### src/rtl/ble_pkg.sv
// Shared constants and types for the BLE AT-command UART path (encoder and transmitter).
package ble_pkg;

  localparam int FRAME_W     = 128;
  localparam int FRAME_BYTES = 16;

  localparam logic [7:0] ASCII_CR = 8'h0D;
  localparam logic [7:0] ASCII_LF = 8'h0A;

  typedef enum logic [1:0] {
    ST_IDLE  = 2'd0,
    ST_START = 2'd1,
    ST_DATA  = 2'd2,
    ST_STOP  = 2'd3
  } tx_state_e;

  // Bit period in clk cycles; a line rate faster than clk/2 is clamped.
  function automatic int clks_per_bit(input int clk_hz, input int baud);
    int r;
    r = clk_hz / baud;
    return (r < 2) ? 2 : r;
  endfunction

endpackage

### src/rtl/ble_uart_byte_tx.sv
// 8N1 byte serializer: START/DATA/STOP bit timing. A new byte is taken from IDLE on start,
// or straight from the end of a stop bit when more is set, so consecutive bytes have no gap.
module ble_uart_byte_tx
  import ble_pkg::*;
#(
  parameter int CLKS_PER_BIT = 4
) (
  input  logic       clk,
  input  logic       reset,
  input  logic       start,
  input  logic       more,
  input  logic [7:0] byte_in,
  output logic       tx,
  output logic       idle,
  output logic       byte_done
);

  localparam int CNT_W = (CLKS_PER_BIT > 2) ? $clog2(CLKS_PER_BIT) : 1;

  tx_state_e        state, state_nxt;
  logic [CNT_W-1:0] baud_cnt, cnt_nxt;
  logic [2:0]       bit_idx, bit_nxt;
  logic [7:0]       shreg, sh_nxt;
  logic             tx_nxt;
  logic             wrap;

  assign wrap = (baud_cnt == CNT_W'(CLKS_PER_BIT - 1));
  assign idle = (state == ST_IDLE);

  always_comb begin
    // NOTE: every output of this block gets a default first, so no path can infer a latch.
    state_nxt = state;
    cnt_nxt   = baud_cnt + CNT_W'(1);
    bit_nxt   = bit_idx;
    sh_nxt    = shreg;
    byte_done = 1'b0;

    unique case (state)
      ST_IDLE: begin
        cnt_nxt = '0;
        if (start) begin
          state_nxt = ST_START;
          sh_nxt    = byte_in;
        end
      end
      ST_START: begin
        if (wrap) begin
          cnt_nxt   = '0;
          bit_nxt   = '0;
          state_nxt = ST_DATA;
        end
      end
      ST_DATA: begin
        if (wrap) begin
          cnt_nxt = '0;
          sh_nxt  = {1'b0, shreg[7:1]};
          if (bit_idx == 3'd7) state_nxt = ST_STOP;
          else                 bit_nxt   = bit_idx + 3'd1;
        end
      end
      ST_STOP: begin
        if (wrap) begin
          cnt_nxt   = '0;
          byte_done = 1'b1;
          if (more) begin
            state_nxt = ST_START;
            sh_nxt    = byte_in;
          end else begin
            state_nxt = ST_IDLE;
          end
        end
      end
      default: state_nxt = ST_IDLE;
    endcase

    // The line level is registered from the next state so tx never glitches.
    unique case (state_nxt)
      ST_START: tx_nxt = 1'b0;
      ST_DATA:  tx_nxt = sh_nxt[0];
      default:  tx_nxt = 1'b1;
    endcase
  end

  // NOTE: sequential state uses non-blocking assignments only, so every flop samples pre-edge values.
  always_ff @(posedge clk or posedge reset) begin
    if (reset) begin
      state    <= ST_IDLE;
      baud_cnt <= '0;
      bit_idx  <= '0;
      shreg    <= '0;
      tx       <= 1'b1;
    end else begin
      state    <= state_nxt;
      baud_cnt <= cnt_nxt;
      bit_idx  <= bit_nxt;
      shreg    <= sh_nxt;
      tx       <= tx_nxt;
    end
  end

endmodule

### src/rtl/ble_at_uart_tx.sv
// AT-frame UART transmitter: accepts a 128-bit frame and sends its 16 bytes MSB-byte first.
// Define BLE_AT_CRLF_EN to append CR LF after the last frame byte (18 characters per frame).
module ble_at_uart_tx
  import ble_pkg::*;
#(
  parameter int CLK_HZ = 50000000,
  parameter int BAUD   = 9600
) (
  input  logic               clk,
  input  logic               reset,
  input  logic [FRAME_W-1:0] frame_data,
  input  logic               frame_valid,
  output logic               frame_ready,
  output logic               tx,
  output logic               busy,
  output logic               done
);

  localparam int CLKS_PER_BIT = clks_per_bit(CLK_HZ, BAUD);
`ifdef BLE_AT_CRLF_EN
  localparam int CHARS = FRAME_BYTES + 2;
`else
  localparam int CHARS = FRAME_BYTES;
`endif
  localparam int CHAR_W = $clog2(CHARS);

  logic [FRAME_W-1:0] frame_sr;
  logic [CHAR_W-1:0]  chars_left;
  logic               armed;
  logic               accept;
  logic               more;
  logic               idle;
  logic               byte_done;
  logic [7:0]         next_char;
  logic [7:0]         byte_in;

  // armed keeps frame_ready low until the first edge after reset release.
  assign frame_ready = armed & idle;
  assign accept      = frame_valid & frame_ready;
  assign more        = (chars_left != '0);
  assign busy        = ~idle;
  assign done        = byte_done & ~more;
  assign byte_in     = accept ? frame_data[FRAME_W-1 -: 8] : next_char;

  always_comb begin
    next_char = frame_sr[FRAME_W-1 -: 8];
`ifdef BLE_AT_CRLF_EN
    if (chars_left == CHAR_W'(2))      next_char = ASCII_CR;
    else if (chars_left == CHAR_W'(1)) next_char = ASCII_LF;
`endif
  end

  // NOTE: the frame shift register is cleared on reset so an aborted frame leaves no stale data.
  always_ff @(posedge clk or posedge reset) begin
    if (reset) begin
      armed      <= 1'b0;
      frame_sr   <= '0;
      chars_left <= '0;
    end else begin
      armed <= 1'b1;
      if (accept) begin
        frame_sr   <= {frame_data[FRAME_W-9:0], 8'h00};
        chars_left <= CHAR_W'(CHARS - 1);
      end else if (byte_done && more) begin
        frame_sr   <= {frame_sr[FRAME_W-9:0], 8'h00};
        chars_left <= chars_left - CHAR_W'(1);
      end
    end
  end

  ble_uart_byte_tx #(
    .CLKS_PER_BIT(CLKS_PER_BIT)
  ) u_byte_tx (
    .clk      (clk),
    .reset    (reset),
    .start    (accept),
    .more     (more),
    .byte_in  (byte_in),
    .tx       (tx),
    .idle     (idle),
    .byte_done(byte_done)
  );

endmodule

### config.mk
export PLATFORM = sky130hd
export DESIGN_NAME = ble_at_uart_tx
export DESIGN_NICKNAME = d
export VERILOG_FILES = /design/src/rtl/ble_pkg.sv /design/src/rtl/ble_uart_byte_tx.sv /design/src/rtl/ble_at_uart_tx.sv
export SDC_FILE = /design/constraint.sdc
export NUM_CORES = 1
export LEC_CHECK = 0
export BUFFER_PORTS_ARGS = -buffer_cell sky130_fd_sc_hd__buf_2
export CORE_MARGIN = 1
export CORE_UTILIZATION = 25
export CTS_CLUSTER_DIAMETER = 40
export DETAILED_ROUTE_END_ITERATION = 10
export PLACE_DENSITY = 0.46
export SLEW_MARGIN = 25
export SYNTH_ARGS = -nofsm -noshare
export SYNTH_HDL_FRONTEND = slang
export SYNTH_SLANG_ARGS = --single-unit
### constraint.sdc
create_clock -name clk -period 12 [get_ports clk]
set_clock_uncertainty 0.2 [all_clocks]
set_input_delay 2.4 -clock clk [delete_from_list [all_inputs] [get_ports clk]]
set_output_delay 2.4 -clock clk [all_outputs]
set_load 0.01 [all_outputs]
==> flow_summary.json <==
{
  "status": "finished, final reports clean",
  "period_share": 0.371,
  "dieHeight_um": 170,
  "total_power_mw": 1.54,
  "criticalPathCategory": "reg2out",
  "cts_buffer_depth": 2,
  "design_area_mm2": 0.00873,
  "powerDensity_mw_per_mm2": 176,
  "ios": 135,
  "vias": 5905,
  "drt_iter0_markers": 510,
  "clkSinkCount": 152,
  "swShare": 0.260,
  "worstPathArrival_ps": 1850,
  "clkPwrFrac": 0.402,
  "async_flop_share": 1.00,
  "power.internal_mw": 1.14,
  "holdWs_ps": 286,
  "synth_ff_type": "dfrtp_1",
  "rows": 61,
  "dp_cells": 1275,
  "h-tree-depth": 4,
  "die_w_um": 170,
  "setup_viol": 0,
  "yosysUniqueCellTypes": 46,
  "vdd_drop_max_v": 0.0000849,
  "vias_per_cell": 4.52,
  "grt_overflow_total": 0,
  "drtPass1Iterations": 4,
  "area_growth_pct": 23.9,
  "grt_max_degree": 107,
  "drc": 0,
  "gp_congestion": 0.741,
  "grt_pass1_vias": 5826,
  "netlist_area_mm2": 0.00705,
  "yosysSeqAreaShare": 0.540,
  "ys_warn_count": 0,
  "wl_mm": 19.5,
  "drv_slew": 0,
  "post-dp-hpwl_mm": 12.6,
  "clk_pin_slew_ps": 70,
  "tightest_slew_ps": 986,
  "syn_avg_cell_area_um2": 8.68,
  "syn_inst": 812,
  "relSlewSlack": 0.343,
  "clk_latency_ps": 420,
  "start_kind": "flop",
  "slowest_stage": "dfrtp_1",
  "antenna_found_initial": 1,
  "cts-resized-gates": 0,
  "timing.final.crit_period_ps": 4450,
  "grt_pass1_wl_mm": 32.0,
  "seqPwrFrac": 0.466,
  "yosysTopAreaCellShare": 0.536,
  "grt_use_total": 0.142,
  "post-cts-setup-buffers": 0,
  "cts_hold_buf": 0,
  "routedWlPerCell_um": 15.0,
  "antenna_left": 0,
  "placed_area_mm2": 0.00806,
  "start_util": 0.254,
  "fin_cells": 1305,
  "synth_edf_count": 0,
  "finalNetCount": 1051,
  "final-hold-violation-count": 0,
  "cp.required_ps": 9400,
  "die_area_mm2": 0.0289,
  "crit_fanout": 7,
  "fmax_ghz": 0.225,
  "p_leak_nw": 4.06,
  "syn_nets": 947,
  "maxCapViolations": 0,
  "combPwrFrac": 0.131,
  "synth_area_leaders": "dfrtp_1 (54%), nand2_1 (14%), a31oi_1 (9.9%), nor2_1 (7.0%), clkbuf_1 (2.1%)",
  "fin_tns_setup_ps": 0,
  "cp-end-kind": "output pin",
  "synth_top_cell_by_area": "dfrtp_1",
  "port_buffers": 134,
  "slowest_delay_ps": 450,
  "cts_tree": "yes",
  "drive_gt1_frac": 0.201,
  "place_ws_ps": 7460,
  "cts_buffers": 17,
  "clockRootBuffer": "clkbuf_16",
  "placeableCoreArea_mm2": 0.0278,
  "holdCritPathClass": "reg2reg",
  "setup_ws_ps": 7550,
  "p_sw_mw": 0.399,
  "final_util": 0.314,
  "rsz0062_at_grt": "no",
  "ys_ff_latch": 152,
  "path_cells": "nor4b_4 -> nand3_2 -> nor2_1 -> buf_2"
}
cell families after synthesis:
kind of cell | after synthesis | synth area share
adder cells (fa/ha/maj) | 4 | 0.00710
multiplexers | 4 | 0.00586
other | 1 | 0.000532
XOR/XNOR | 15 | 0.0186
flip-flops | 152 | 0.540
buffers and inverters | 66 | 0.0407
AO/OA/AOI/OAI | 138 | 0.131
AND/OR/NAND/NOR | 432 | 0.256
sequential cells by signal, summed over array words and instances, names as in the netlist:
name / flops
u_byte_tx.baud_cnt: 13
u_byte_tx.state: 2
u_byte_tx.tx: 1
u_byte_tx.bit_idx: 3
chars_left: 4
u_byte_tx.shreg: 8
frame_sr: 120
armed: 1
power by group through the flow:
| stage | Combinational (mW) | Sequential, mW | Clock [mW] |
|---|---|---|---|
| global placement | 0.201 | 0.724 | 0 |
| global route | 0.240 | 0.735 | 0.656 |
| finish | 0.202 | 0.717 | 0.619 |
| detailed placement | 0.206 | 0.724 | 0 |
| floorplan | 0.157 | 0.697 | 0 |
| CTS | 0.207 | 0.718 | 0.636 |
worst max-delay path: cells and delay by family (launching register included):
family | cells | cell delay (ps)
buf+inv | 1 | 150
simple gates | 3 | 850
flops | 1 | 450
cell usage in the layout (no fill, tap or decap), drive strengths merged, types with 3 or more instances in the layout:
master / count
xnor2: 6
nand2: 257
ha: 4
mux2i: 3
a31oi: 112
a22o: 6
nand4: 4
a221o: 6
buf: 143
clkbuf: 20
nor3: 5
o21ai: 4
nor2: 131
bufinv: 6
nand3: 18
inv: 8
xor2: 9
and3: 4
dfrtp: 151
layout make-up:
class / count / area (um^2)
well taps: 378 / 473
clock inverters: 8 / 195
inverters: 8 / 35.0
clock buffers: 20 / 467
repair buffers: 143 / 758
flip-flops and latches: 152 / 3800
diodes: 2 / 5.00
fillers: 3011 / 19100
multi-input cells: 594 / 2990
cell usage after synthesis, types with 3 or more instances:
master and n:
inv_1 8, nor2_1 131, a221o_1 6, o21ai_0 4, nand2_1 257, a22o_1 6, xor2_1 9, xnor2_1 6
nand3_1 17, ha_1 4, nor3_1 3, clkbuf_1 39, buf_2 14, dfrtp_1 151, mux2i_1 3, nand4_1 4
a31oi_1 112
final timing paths:
| check | startpoint | to | slack, ps | cells after the start |
|---|---|---|---|---|
| max | u_byte_tx.baud_cnt[9] | done | 7550 | 4 |
| min | u_byte_tx.baud_cnt[0] | u_byte_tx.baud_cnt[0] | 290 | 1 |
| max reg2reg | u_byte_tx.baud_cnt[9] | frame_sr[36] | 8770 | 7 |
| min reg2reg | u_byte_tx.baud_cnt[0] | u_byte_tx.baud_cnt[0] | 290 | 1 |
| max in group asynchronous | reset | u_byte_tx.tx | 8310 | 4 |
| min in group asynchronous | reset | frame_sr[53] | 1920 | 2 |
per-layer routing:
metal / vias up / routed length [um] / track usage
met5: - / 0 / 0
met4: 0 / 62 / 0.0270
met3: 2 / 842 / 0.0372
met2: 124 / 8500 / 0.204
met1: 2821 / 10100 / 0.211
li1: 2958 / - / -
Power figures use the tool's default switching activity.
